**src/rtl/mem_router.sv**
```systemverilog
// Address-decoded memory router: one host port fanned out to N_TGT targets with in-order
// responses, bounded outstanding tracking, decode-error replies and a programming-mode quiesce.
module mem_router #(
   parameter int unsigned         MEM_W    = 32,
   parameter int unsigned         N_TGT    = 4,
   parameter int unsigned         MAX_OUT  = 4,
   parameter logic [N_TGT*32-1:0] TGT_BASE = '0,
   parameter logic [N_TGT*32-1:0] TGT_MASK = '0
) (
   input  logic                   clk,
   input  logic                   rst,
   input  logic                   set_programming_mode,
   output logic                   prog_idle_o,
   input  logic                   host_req_i,
   output logic                   host_gnt_o,
   input  logic [31:0]            host_addr_i,
   input  logic                   host_we_i,
   input  logic [MEM_W/8-1:0]     host_be_i,
   input  logic [MEM_W-1:0]       host_wdata_i,
   output logic                   host_rvalid_o,
   output logic                   host_err_o,
   output logic [MEM_W-1:0]       host_rdata_o,
   output logic [N_TGT-1:0]       tgt_req_o,
   input  logic [N_TGT-1:0]       tgt_gnt_i,
   output logic [31:0]            tgt_addr_o,
   output logic                   tgt_we_o,
   output logic [MEM_W/8-1:0]     tgt_be_o,
   output logic [MEM_W-1:0]       tgt_wdata_o,
   input  logic [N_TGT-1:0]       tgt_rvalid_i,
   input  logic [N_TGT-1:0]       tgt_err_i,
   input  logic [N_TGT*MEM_W-1:0] tgt_rdata_i,
   output logic                   spurious_o
);

   localparam int unsigned TgtW = $clog2(N_TGT + 1);
   localparam int unsigned CntW = $clog2(MAX_OUT + 1);
   localparam logic [TgtW-1:0] Derr   = TgtW'(N_TGT);
   localparam logic [CntW-1:0] CntMax = CntW'(MAX_OUT);
   localparam logic [CntW-1:0] CntOne = CntW'(1);

   logic [CntW-1:0]  out_cnt_q, out_cnt_d;
   logic [TgtW-1:0]  cur_tgt_q, cur_tgt_d;
   logic             derr_pend_q, derr_pend_d;
   logic             prog_q;
   logic             spurious_q, spurious_d;

   logic [TgtW-1:0]  dec_tgt;
   logic             dec_derr;
   logic             cur_derr;
   logic             cnt_nz;
   logic             sel_gnt;
   logic             cur_rvalid;
   logic             cur_err;
   logic [MEM_W-1:0] cur_rdata;
   logic             spur_hit;
   logic             drain_ok;
   logic             issue_ok;

   // Lowest-index match wins: scan downwards so the last hit is the lowest index.
   always_comb begin
      dec_tgt = Derr;
      for (int i = N_TGT - 1; i >= 0; i--) begin
         if ((host_addr_i & TGT_MASK[i*32 +: 32]) == TGT_BASE[i*32 +: 32]) begin
            dec_tgt = TgtW'(i);
         end
      end
   end

   assign dec_derr = (dec_tgt == Derr);
   assign cur_derr = (cur_tgt_q == Derr);
   assign cnt_nz   = (out_cnt_q != '0);

   always_comb begin
      cur_rvalid = 1'b0;
      cur_err    = 1'b0;
      cur_rdata  = '0;
      spur_hit   = 1'b0;
      for (int i = 0; i < N_TGT; i++) begin
         if (cur_tgt_q == TgtW'(i)) begin
            cur_rvalid = tgt_rvalid_i[i];
            cur_err    = tgt_err_i[i];
            cur_rdata  = tgt_rdata_i[i*MEM_W +: MEM_W];
         end
         if (tgt_rvalid_i[i] && ((cur_tgt_q != TgtW'(i)) || !cnt_nz)) begin
            spur_hit = 1'b1;
         end
      end
   end

   always_comb begin
      if (cur_derr) begin
         host_rvalid_o = derr_pend_q;
         host_err_o    = 1'b1;
         host_rdata_o  = '0;
      end else begin
         host_rvalid_o = cur_rvalid & cnt_nz;
         host_err_o    = cur_err & cnt_nz;
         host_rdata_o  = cnt_nz ? cur_rdata : '0;
      end
   end

   // A target switch may proceed in the cycle the last outstanding response drains.
   assign drain_ok = !cnt_nz || (dec_tgt == cur_tgt_q) ||
                     ((out_cnt_q == CntOne) && host_rvalid_o);
   assign issue_ok = host_req_i && !prog_q && (out_cnt_q < CntMax) && drain_ok;

   always_comb begin
      tgt_req_o = '0;
      sel_gnt   = 1'b0;
      for (int i = 0; i < N_TGT; i++) begin
         if (dec_tgt == TgtW'(i)) begin
            tgt_req_o[i] = issue_ok;
            sel_gnt      = tgt_gnt_i[i];
         end
      end
      host_gnt_o = issue_ok & (dec_derr | sel_gnt);
   end

   always_comb begin
      out_cnt_d = out_cnt_q;
      if (host_gnt_o && !host_rvalid_o) begin
         out_cnt_d = out_cnt_q + CntOne;
      end else if (!host_gnt_o && host_rvalid_o) begin
         out_cnt_d = out_cnt_q - CntOne;
      end
      cur_tgt_d   = host_gnt_o ? dec_tgt : cur_tgt_q;
      derr_pend_d = host_gnt_o & dec_derr;
      spurious_d  = spurious_q | spur_hit;
   end

   always_ff @(posedge clk or posedge rst) begin
      if (rst) begin
         out_cnt_q   <= '0;
         cur_tgt_q   <= '0;
         derr_pend_q <= 1'b0;
         prog_q      <= 1'b0;
         spurious_q  <= 1'b0;
      end else begin
         out_cnt_q   <= out_cnt_d;
         cur_tgt_q   <= cur_tgt_d;
         derr_pend_q <= derr_pend_d;
         prog_q      <= set_programming_mode;
         spurious_q  <= spurious_d;
      end
   end

   assign tgt_addr_o  = host_addr_i;
   assign tgt_we_o    = host_we_i;
   assign tgt_be_o    = host_be_i;
   assign tgt_wdata_o = host_wdata_i;
   assign spurious_o  = spurious_q;
   assign prog_idle_o = prog_q & !cnt_nz;

endmodule

```
**config.mk**
```make
export PLATFORM = sky130hd
export DESIGN_NAME = mem_router
export DESIGN_NICKNAME = d
export VERILOG_FILES = /design/src/rtl/mem_router.sv
export SDC_FILE = /design/constraint.sdc
export NUM_CORES = 1
export LEC_CHECK = 0
export CAP_MARGIN = 0
export CORE_AREA = 2 2 126 128
export DETAILED_ROUTE_END_ITERATION = 10
export DIE_AREA = 0 0 128 130
export PLACE_DENSITY = 0.51
export SLEW_MARGIN = 20
export SYNTH_ARGS = -nofsm -noshare
export SYNTH_HDL_FRONTEND = slang
export SYNTH_SLANG_ARGS = --single-unit
```
**constraint.sdc**
```tcl
create_clock -name clk -period 3.19 [get_ports clk]
set_input_delay 0.319 -clock clk [delete_from_list [all_inputs] [get_ports clk]]
set_output_delay 0.319 -clock clk [all_outputs]
set_load 0.01 [all_outputs]
```
## Yosys cells after proc, flatten, opt, wreduce, memory -nomap -nowiden

Cells that the tools add are included.

- Bits in registers: 5
- Bits of input ports: 213
- Word-level logic and storage cells: 29

- Add/subtract/negate cells: 2
- Magnitude comparators: 1
- Mux-type cells: 7
- Bitwise logic cells: 5
- Reduce and logical (&&, ||, !) cells: 11

Operator list:

| kind | number |
|---|---|
| two-way mux 32 bit | 1 |
| two-way mux 3 bit | 2 |
| logical AND 1 bit | 5 |
| AND 1 bit | 4 |
| logical NOT 1 bit | 4 |
| two-way mux 1 bit | 4 |
| adder 3 x 1 -> 3 bit (second input constant) | 1 |
| < comparator 3 bit (second input constant) | 1 |
| nonzero test 3 bit | 1 |
| subtractor 3 x 1 -> 3 bit (second input constant) | 1 |
| nonzero test 2 bit | 1 |
| OR 1 bit | 1 |

## Longest topological paths before layout

Gate-level depths: netlist of run 1.

- Depth after elaboration: 8
- Depth in mapped cells: 8
- Mapped depth without buffers: 8

## Least setup slack after synthesis of run 1

Ideal clock, no wire load.

- Path type: register to register
- From: reg out_cnt_q[0]
- To: reg out_cnt_q[2]
- Arrival time: 1.863 ns
- Data required time: 3.111 ns
- Slack: 1.247 ns
- Stages on the path, launching flop included: 9
- Path buffers: 0
- Clock period less this slack: 1.943 ns
- Path through: dfrtp_1 -> nor3_4 -> nand2b_1 -> ha_1 -> inv_1 -> fa_1 -> xor2_1 -> nor2_1 -> xor2_1

- Cells in the longest elaborated chain, start to end: 6

RTL lines:

| element | line | source |
|---|---|---|
| from (decl) | 41 | `logic [CntW-1:0] out_cnt_q, out_cnt_d;` |
| from (signal assigned) | 139 | `out_cnt_q <= out_cnt_d;` |
| < comparator 3 bit | 105 | `assign issue_ok = host_req_i && !prog_q && (out_cnt_q < CntMax) && drain_ok;` |
| logical AND 1 bit | 105 |  |
| AND 1 bit | 116 | `host_gnt_o = issue_ok & (dec_derr \| sel_gnt);` |
| logical NOT 1 bit | 123 | `end else if (!host_gnt_o && host_rvalid_o) begin` |
| logical AND 1 bit | 123 |  |
| nonzero test 2 bit (no source line) | -- |  |

Several ways; a longest one is shown, not always the timed one. The select of a mux whose other input is x is not followed.
A chain may end at the register's enable or synchronous reset.

## Final worst setup path of run 1

- From: in host_req_i
- To: reg out_cnt_q[2]

- Cells in the longest elaborated chain, start to end: 6

RTL lines:

| element | line | source |
|---|---|---|
| from (decl) | 14 | `input logic host_req_i,` |
| logical AND 1 bit (*) (2 in a row) | 105 |  |
| AND 1 bit (*) | 116 |  |
| logical NOT 1 bit | 123 |  |
| logical AND 1 bit | 123 |  |
| nonzero test 2 bit (no source line) | -- |  |

Every way passes the cells marked *; elsewhere a longest branch is shown, timed or not.

==> results.sh, run 1 <==
export IMPL_first_global_vias=847
export IMPL_postCtsSetupRepairBufs=0
export IMPL_vias_per_cell=2.38
export IMPL_routed_wl_mm=3.64
export IMPL_clkTransAtPathRegs_ns=0.03
export IMPL_place_area_um2=1530
export IMPL_drtIter0Drc=10
export IMPL_post_drt_wl_per_cell_um=10.8
export IMPL_skew_ns=0.00119
export IMPL_tritoncts="built"
export IMPL_worstPathCellList="clkdlybuf4s50_1 -> nor3b_1 -> and2_1 -> ha_1 -> inv_1 -> fa_1 -> xor2_1 -> nor2_1 -> xor2_1"
export IMPL_cts_made_buffers=3
export IMPL_fp_dieH_um=130
export IMPL_max_stage_delay_ns=0.45
export IMPL_r2r_slack_ns=1.02
export IMPL_yosys_cell_types_count=19
export IMPL_syn_inst=133
export IMPL_cp_end_kind="flop"
export IMPL_p_comb_frac=0.624
export IMPL_yosysWarnings=0
export IMPL_min_period_over_period=0.705
export IMPL_area_delta_synth_final_pct=53.8
export IMPL_hpwl_mm=3.23
export IMPL_final_util=0.104
export IMPL_switching_power_uw=295
export IMPL_internal_power_uw=564
export IMPL_clockRootBuffer="clkbuf_16"
export IMPL_fin_area_um2=1610
export IMPL_timing_rr_start="out_cnt_q[2]"
export IMPL_grt_max_degree=20
export IMPL_drc=0
export IMPL_switching_share=0.343
export IMPL_leakagePower_uw=0.000567
export IMPL_power_frac_seq=0.137
export IMPL_timing_setup_tns_ns=0
export IMPL_setup_viol=0
export IMPL_rsz0062_at_grt="no"
export IMPL_n_antenna_cell=0
export IMPL_ant_nets=0
export IMPL_die_w_um=128
export IMPL_dr_pass1_iters=2
export IMPL_grt_pass1_wl_mm=4.95
export IMPL_layout_nets=360
export IMPL_powerDensity_nw_per_um2=534
export IMPL_r2r_cells=8
export IMPL_layout_commonest_cell="clkdlybuf4s50_1"
export IMPL_antenna_found_initial=0
export IMPL_maxCapViolations=0
export IMPL_postCtsHoldBufs=0
export IMPL_timing_rr_end="out_cnt_q[2]"
export IMPL_hold_viol=0
export IMPL_period_needed_ns=2.25
export IMPL_htreeDepth=1
export IMPL_drive_gt1_frac=0.0486
export IMPL_clkSinkCount=5
export IMPL_crit_path_end="out_cnt_q[2]"
export IMPL_p_clk_frac=0.239
export IMPL_gp_congestion=0.667
export IMPL_vias=800
export IMPL_multiInputGateArea_um2=348
export IMPL_core_um2=15400
export IMPL_ys_seq_elements=5
export IMPL_crit_top_cell="xor2_1"
export IMPL_clock_latency_ns=0.23
export IMPL_syn_area_um2=1050
export IMPL_cp_start_kind="input pin"
export IMPL_required_ns=3.34
export IMPL_seqCellArea_um2=125
export IMPL_ir_worst_vdd_uv=231
export IMPL_cp_arrival_ns=2.40
export IMPL_track_usage=0.0406
export IMPL_outcome="completed"
export IMPL_criticalPathCategory="input pin to flop"
export IMPL_yosysSeqAreaShare=0.120
export IMPL_cts_buffer_depth=2
export IMPL_slowest_stage="clkdlybuf4s50_1"
export IMPL_die_area_um2=16600
export IMPL_initial_core_util=0.0678
export IMPL_num_rows=46
export IMPL_syn_area_per_cell_um2=7.86
export IMPL_port_buffers=79
export IMPL_cts_resized=0
export IMPL_cp_startpoint="host_req_i"
export IMPL_nFillCells=1803
export IMPL_io_pin_count=323
export IMPL_most_common_layout_cells="clkdlybuf4s50_1, nor2b_1, dfrtp_1"
export IMPL_hold_class="input pin to async pin"
export IMPL_finalMaxSlewViolations=0
export IMPL_max_freq_mhz=444
export IMPL_grt_overflow=0
export IMPL_worst_path_max_fanout=2
-- logic make-up after synthesis --
| logic type | share of synthesized area |
|---|---|
| other | 0.00359 |
| buffers and inverters | 0.555 |
| XOR/XNOR | 0.0251 |
| multiplexers | 0.0108 |
| adder cells (fa/ha/maj) | 0.0311 |
| flip-flops | 0.120 |
| AND/OR/NAND/NOR | 0.255 |
-- stage by stage --
stage / total power [uW] / setup WS (ns) / instances / hold slack, ns
global placement: 655 / 0.735 / 332 / 0.540
floorplan: 446 / 1.25 / 135 / 0.0975
finish: 860 / 0.940 / 336 / 0.318
global route: 927 / 0.829 / 336 / 0.358
CTS: 879 / 0.925 / 336 / 0.344
detailed placement: 667 / 0.714 / 332 / 0.552
-- flip-flops by register name, indices dropped and copies added (netlist names) --
register	count
out_cnt_q	3
prog_q	1
spurious_o	1
-- cell usage after synthesis, drive strengths merged --
master	count	share of area
nor4	1	0.0060
mux2	1	0.011
nor3	1	0.016
xor2	2	0.017
nand2b	1	0.0060
dfrtp	5	0.12
xnor2	1	0.0084
nor3b	1	0.0072
fa	1	0.019
inv	3	0.011
ha	1	0.012
nor2	1	0.0036
nand2	2	0.0072
conb	1	0.0036
and2	2	0.012
buf	76	0.54
nor2b	33	0.20
-- metal layers --
| layer | wire length (um) | share of wire | vias to the layer above | global-route usage |
|---|---|---|---|---|
| met5 | 0 | 0 | - | 0 |
| met4 | 284 | 0.078 | 0 | 0.0310 |
| met3 | 924 | 0.25 | 36 | 0.0402 |
| met2 | 1470 | 0.40 | 98 | 0.0639 |
| met1 | 963 | 0.26 | 322 | 0.0296 |
| li1 | - | - | 344 | - |
-- critical path: cells and delay by family --
kind	cells	cell delay, ns
simple gates	3	0.73
fa+ha+maj	2	0.55
xor+xnor	2	0.29
buf+inv	2	0.51
-- power groups by stage --
stage	logic [uW]	registers [uW]	clock network [uW]
after floorplan	331	114	0
final	536	118	206
after CTS	551	119	210
after global routing	586	123	218
after global placement	537	117	0
after detailed placement	548	119	0
-- area by class of cell --
cell class | count | area share
clock buffers | 4 | 0.0490
flip-flops and latches | 5 | 0.0778
well taps | 192 | 0.149
repair buffers | 81 | 0.501
inverters | 3 | 0.00700
multi-input cells | 51 | 0.216
-- how the worst min path moves through the flow --
stage | endpoint | slack [ns] | startpoint
5_1_grt | spurious_o | 0.36 | rst
3_3_place_gp | spurious_o | 0.54 | spurious_o
4_1_cts | spurious_o | 0.34 | rst
3_5_place_dp | spurious_o | 0.55 | spurious_o
2_1_floorplan | out_cnt_q[0] | 0.1 | rst
6_report | spurious_o | 0.32 | rst
Note: power is estimated with default switching activity, not from simulation.
==> run 2: changes to the inputs <==
--- a/config.mk
+++ b/config.mk
@@ -6,10 +6,10 @@
 export NUM_CORES = 1
 export LEC_CHECK = 0
 export CAP_MARGIN = 0
-export CORE_AREA = 2 2 126 128
+export CORE_AREA = 2 2 124 126
 export DETAILED_ROUTE_END_ITERATION = 10
-export DIE_AREA = 0 0 128 130
-export PLACE_DENSITY = 0.51
+export DIE_AREA = 0 0 126 128
+export PLACE_DENSITY = 0.54
 export SLEW_MARGIN = 20
 export SYNTH_ARGS = -nofsm -noshare
 export SYNTH_HDL_FRONTEND = slang
==> constraint.sdc (replaced) <==
create_clock -name clk -period 2 [get_ports clk]
set_input_delay 0.2 -clock clk [delete_from_list [all_inputs] [get_ports clk]]
set_output_delay 0.2 -clock clk [all_outputs]
set_load 0.01 [all_outputs]
==> run 2 against run 1 <==
- the run now ends with negative setup slack left
- critical path depth down 4
- utilization up 0.91 points
- via count unchanged
- cell count up 0.30%
- sequential share of layout area down 0.28 points
- cell area up 4.7%
- flip-flop and latch count unchanged
- clock power up 57%
- critical endpoint is now host_rdata_o[23]
- highest routed layer unchanged
==> results.sh, run 2 (synthesis results as in run 1) <==
export IMPL_outcome="finished with violations"
export IMPL_violations="negative setup slack"
export IMPL_gp_congestion=0.656
export IMPL_n_antenna_cell=0
export IMPL_timing_rr_start="out_cnt_q[0]"
export IMPL_criticalPathCategory="flop to output pin"
export IMPL_fp_dieH_um=128
export IMPL_num_rows=45
export IMPL_setup_viol=2
export IMPL_htreeDepth=1
export IMPL_slowest_stage="clkdlybuf4s50_1"
export IMPL_die_w_um=126
export IMPL_cts_made_buffers=3
export IMPL_p_comb_frac=0.647
export IMPL_power_frac_seq=0.131
export IMPL_timing_setup_tns_ns=-0.00639
export IMPL_largest_reg_flops=3
export IMPL_leakagePower_uw=0.000634
export IMPL_tritoncts="built"
export IMPL_switching_power_uw=493
export IMPL_hold_viol=0
export IMPL_worst_path_max_fanout=17
export IMPL_port_buffers=79
export IMPL_p_total_uw=1460
export IMPL_layout_nets=365
export IMPL_nFillCells=1741
export IMPL_antenna_found_initial=0
export IMPL_drc=0
export IMPL_maxCapViolations=0
export IMPL_hpwl_mm=3.57
export IMPL_ant_nets=0
export IMPL_most_common_layout_cells="clkdlybuf4s50_1, nor2b_1, buf_4"
export IMPL_vias_per_cell=2.37
export IMPL_skew_ns=0.000449
export IMPL_grt_overflow=0
export IMPL_io_pin_count=323
export IMPL_clockRootBuffer="clkbuf_16"
export IMPL_grt_max_degree=34
export IMPL_max_freq_mhz=499
export IMPL_cp_startpoint="out_cnt_q[0]"
export IMPL_hold_class="input pin to async pin"
export IMPL_postCtsHoldBufs=0
export IMPL_final_util=0.113
export IMPL_initial_core_util=0.0704
export IMPL_grt_pass1_wl_mm=5.26
export IMPL_cp_arrival_ns=1.81
export IMPL_max_stage_delay_ns=0.48
export IMPL_dr_pass1_iters=3
export IMPL_cp_depth=5
export IMPL_drive_gt1_frac=0.0940
export IMPL_crit_family="buffers and inverters"
export IMPL_min_period_over_period=1.00
export IMPL_r2r_cells=8
export IMPL_drtIter0Drc=5
export IMPL_layout_commonest_cell="clkdlybuf4s50_1"
export IMPL_clkSinkCount=5
export IMPL_switching_share=0.338
export IMPL_cp_start_kind="flop"
export IMPL_r2r_slack_ns=0.11
export IMPL_track_usage=0.0453
export IMPL_vias=800
export IMPL_cp_end_kind="output pin"
export IMPL_post_drt_wl_per_cell_um=12.4
export IMPL_regMostFlops="out_cnt_q"
export IMPL_required_ns=1.80
export IMPL_worstPathCellList="nor3_4 -> buf_4 -> buf_12 -> nor2b_1 -> clkdlybuf4s50_1"
export IMPL_rsz0062_at_grt="yes"
export IMPL_clkTransAtPathRegs_ns=0.03
export IMPL_area_delta_synth_final_pct=61.1
export IMPL_die_area_um2=16100
export IMPL_timing_rr_end="out_cnt_q[2]"
export IMPL_internal_power_uw=965
export IMPL_cp_num_buf_inv=3
export IMPL_first_global_vias=784
export IMPL_core_um2=14900
export IMPL_setup_slack_ns=-0.00524
export IMPL_powerDensity_nw_per_um2=865
export IMPL_finalMaxSlewViolations=0
export IMPL_clock_latency_ns=0.22
export IMPL_p_clk_frac=0.221
export IMPL_cts_buffer_depth=2
export IMPL_period_needed_ns=2.01
export IMPL_routed_wl_mm=4.19
export IMPL_ir_worst_vdd_uv=566
[run 2: changes by cell type in the layout (fill, tap and decap cells not counted), sizes merged]
cell / previous run / this run
clkbuf: 4 / 5
clkdlybuf4s50: 79 / 76
dlymetal6s2s: 0 / 3
buf: 2 / 6
[run 2: worst register-to-register path: stages (launching register included)]
cell,delay (ns)
dfrtp_2,0.43
nor3_4,0.25
nand2b_1,0.16
ha_1,0.16
inv_1,0.05
fa_1,0.37
xor2_1,0.15
nor2_1,0.11
xor2_1,0.15
[run 2: stage by stage]
step	cells	setup slack, ns	area [um2]	hold slack, ns
after floorplan	135	0.0574	1050	-0.0215
after global routing	337	-0.0724	1690	0.225
after global placement	330	-0.166	1540	0.400
after detailed placement	330	-0.181	1540	0.400
final	337	-0.00524	1690	0.186
after CTS	334	0.0193	1640	0.191
[run 2: layer usage]
layer / share of wire / vias up / track usage
li1: - / 356 / -
met1: 0.24 / 347 / 0.0283
met2: 0.42 / 71 / 0.0658
met3: 0.32 / 26 / 0.0689
met4: 0.029 / 0 / 0.0200
met5: 0 / - / 0
[run 2: power by group through the flow]
stage / combinational (uW) / sequential, uW / clock (uW)
3_5_place_dp: 864 / 190 / 0
3_3_place_gp: 853 / 189 / 0
4_1_cts: 896 / 191 / 329
5_1_grt: 1020 / 200 / 340
2_1_floorplan: 529 / 182 / 0
6_report: 943 / 192 / 323
[run 2: timing repair]
action / 4_1_cts / 5_1_grt
setup buffers: 0 / 2
pin swaps: 1 / 2
gates cloned: 0 / 1
setup endpoints to repair: 34 / 9
gates resized for setup: 4 / 4
[run 2: worst max-delay path by stage]
stage	end
CTS	host_rdata_o[22]
global route	out_cnt_q[2]
floorplan	out_cnt_q[2]
detailed placement	out_cnt_q[2]
global placement	out_cnt_q[2]
finish	host_rdata_o[23]
[run 2: cell type report]
| class | instances | area, um2 | share of cell area |
|---|---|---|---|
| flip-flops and latches | 5 | 126 | 0.0750 |
| multi-input cells | 51 | 353 | 0.209 |
| well taps | 188 | 235 | 0.140 |
| clock buffers | 4 | 78.8 | 0.0468 |
| inverters | 3 | 11.3 | 0.00668 |
| repair buffers | 86 | 881 | 0.523 |
==> run 3: changes to the inputs <==
--- a/config.mk
+++ b/config.mk
@@ -6,10 +6,12 @@
 export NUM_CORES = 1
 export LEC_CHECK = 0
 export CAP_MARGIN = 0
-export CORE_AREA = 2 2 124 126
+export CELL_PAD_IN_SITES_DETAIL_PLACEMENT = 1
+export CELL_PAD_IN_SITES_GLOBAL_PLACEMENT = 1
+export CORE_AREA = 2 2 126 128
 export DETAILED_ROUTE_END_ITERATION = 10
-export DIE_AREA = 0 0 126 128
-export PLACE_DENSITY = 0.54
+export DIE_AREA = 0 0 128 130
+export PLACE_DENSITY = 0.92
 export SLEW_MARGIN = 20
 export SYNTH_ARGS = -nofsm -noshare
 export SYNTH_HDL_FRONTEND = slang
==> run 3 against run 2 <==
- the flow now finishes without violations
- cell area grew 6.5%
- combinational power up 16%
- clock skew barely moved
- flip-flop and latch count unchanged
- critical path depth is the same
- clock power grew 3%
- wire length rose by 5.1%
- clock-buffer cell count unchanged
- non-clock buffer count increased by 7
- setup slack gained 0.059 ns
- maximum frequency grew 3.0%
- highest routed layer unchanged
==> results.sh, run 3 (synthesis results as in run 1) <==
export IMPL_outcome="completed"
export IMPL_drtIter0Drc=4
export IMPL_met2_usage=0.0698
export IMPL_antenna_found_initial=0
export IMPL_htreeDepth=1
export IMPL_cp_startpoint="out_cnt_q[0]"
export IMPL_worst_path_max_fanout=14
export IMPL_io_pin_count=323
export IMPL_hold_viol=0
export IMPL_cp_arrival_ns=1.75
export IMPL_num_rows=46
export IMPL_nFillCells=1791
export IMPL_hpwl_mm=3.55
export IMPL_setup_viol=0
export IMPL_period_needed_ns=1.95
export IMPL_setup_slack_ns=0.0538
export IMPL_largest_reg_flops=3
export IMPL_post_drt_wl_per_cell_um=12.7
export IMPL_first_global_vias=805
export IMPL_required_ns=1.80
export IMPL_clkSinkCount=5
export IMPL_placed_cells=336
export IMPL_met3_usage=0.0467
export IMPL_drive_gt1_frac=0.167
export IMPL_core_um2=15400
export IMPL_gp_congestion=0.575
export IMPL_skew_ns=0.000684
export IMPL_grt_overflow=0
export IMPL_grt_max_degree=29
export IMPL_layout_commonest_cell="clkdlybuf4s50_1"
export IMPL_rsz0062_at_grt="yes"
export IMPL_powerDensity_nw_per_um2=898
export IMPL_stdcell_count=348
export IMPL_regMostFlops="out_cnt_q"
export IMPL_met1_usage=0.0247
export IMPL_multiInputGateArea_um2=384
export IMPL_die_area_um2=16600
export IMPL_drc=0
export IMPL_min_period_over_period=0.973
export IMPL_die_w_um=128
export IMPL_timing_rr_start="out_cnt_q[0]"
export IMPL_vias=866
export IMPL_clock_latency_ns=0.23
export IMPL_cts_buffer_depth=2
export IMPL_final_util=0.116
export IMPL_n_antenna_cell=0
export IMPL_fp_dieH_um=130
export IMPL_max_freq_mhz=514
export IMPL_ant_nets=0
export IMPL_layout_nets=372
export IMPL_routed_wl_mm=4.41
export IMPL_most_common_layout_cells="clkdlybuf4s50_1, nor2b_1, buf_4"
export IMPL_clockRootBuffer="clkbuf_16"
export IMPL_ir_worst_vdd_uv=264
export IMPL_finalMaxSlewViolations=0
export IMPL_criticalPathCategory="flop to output pin"
export IMPL_track_usage=0.0443
export IMPL_initial_core_util=0.0678
export IMPL_maxCapViolations=0
export IMPL_seqCellArea_um2=128
export IMPL_tritoncts="built"
export IMPL_grt_pass1_wl_mm=5.09
export IMPL_timing_setup_tns_ns=0
export IMPL_area_delta_synth_final_pct=71.5
export IMPL_grt_busiest_layer="met2"
export IMPL_place_ws_ns=-0.210
export IMPL_port_buffers=79
export IMPL_vias_per_cell=2.49
export IMPL_dr_pass1_iters=2
export IMPL_postCtsHoldBufs=0
export IMPL_clkTransAtPathRegs_ns=0.03
export IMPL_hold_class="input pin to async pin"
export IMPL_cts_made_buffers=3
export IMPL_leakagePower_uw=0.000732
export IMPL_cp_end_kind="output pin"
export IMPL_cp_start_kind="flop"
-- run 3: changes by cell type in the layout (fill, tap and decap cells not counted), moves of 2 or more --
cell,before,now
buf_4,5,10
buf_6,0,2
clkdlybuf4s50_1,76,70
dlymetal6s2s_1,3,8
-- run 3: per-stage QoR --
| stage | hold WS [ns] | total power, uW | instance area (um2) |
|---|---|---|---|
| CTS | 0.194 | 1470 | 1660 |
| finish | 0.184 | 1610 | 1790 |
| global route | 0.227 | 1730 | 1790 |
| global placement | 0.400 | 1070 | 1560 |
| floorplan | -0.0215 | 711 | 1050 |
| detailed placement | 0.400 | 1090 | 1560 |
-- run 3: per-layer routing --
| layer | wire length (um) | share of wire |
|---|---|---|
| met5 | 0 | 0 |
| met4 | 348 | 0.079 |
| met3 | 1010 | 0.23 |
| met2 | 2010 | 0.45 |
| met1 | 1040 | 0.24 |
-- run 3: repair_timing --
item                       4_1_cts  5_1_grt
pin swaps                        0        4
gates resized for setup          6       17
cloned                           0        1
setup buffers                    0        7
setup endpoints to repair       15       11
-- run 3: worst max-delay path, cell delays in order, from the launching register on --
cell and delay, ns:
dfrtp_1 0.40, nor3_4 0.29, buf_6 0.15, clkbuf_16 0.16, nor2b_1 0.05, clkdlybuf4s50_1 0.47
-- run 3: area by class of cell --
type	instances	share of cell area
sequential	5	0.0711
clock buffer	4	0.0439
inverter	3	0.00628
tap	192	0.134
timing repair buffer	93	0.531
multi-input combinational	51	0.214
-- run 3: path summary, 6_finish.rpt --
path                       slack (ns)              end  cells after the start
setup / recovery                 0.05  host_rdata_o[5]                      5
hold / removal                   0.18     out_cnt_q[0]                      2
setup reg to reg                 0.11     out_cnt_q[2]                      8
hold reg to reg                  0.53       spurious_o                      2
max in group asynchronous        1.63     out_cnt_q[1]                      2
min in group clk                 0.40   tgt_addr_o[25]                      0
-- run 3: power by group --
part	internal, uW	leakage [uW]	switching [uW]
registers	141	0.0000535	45.4
logic	663	0.000641	430
clock network	264	0.0000382	67.8
total	1070	0.000732	544
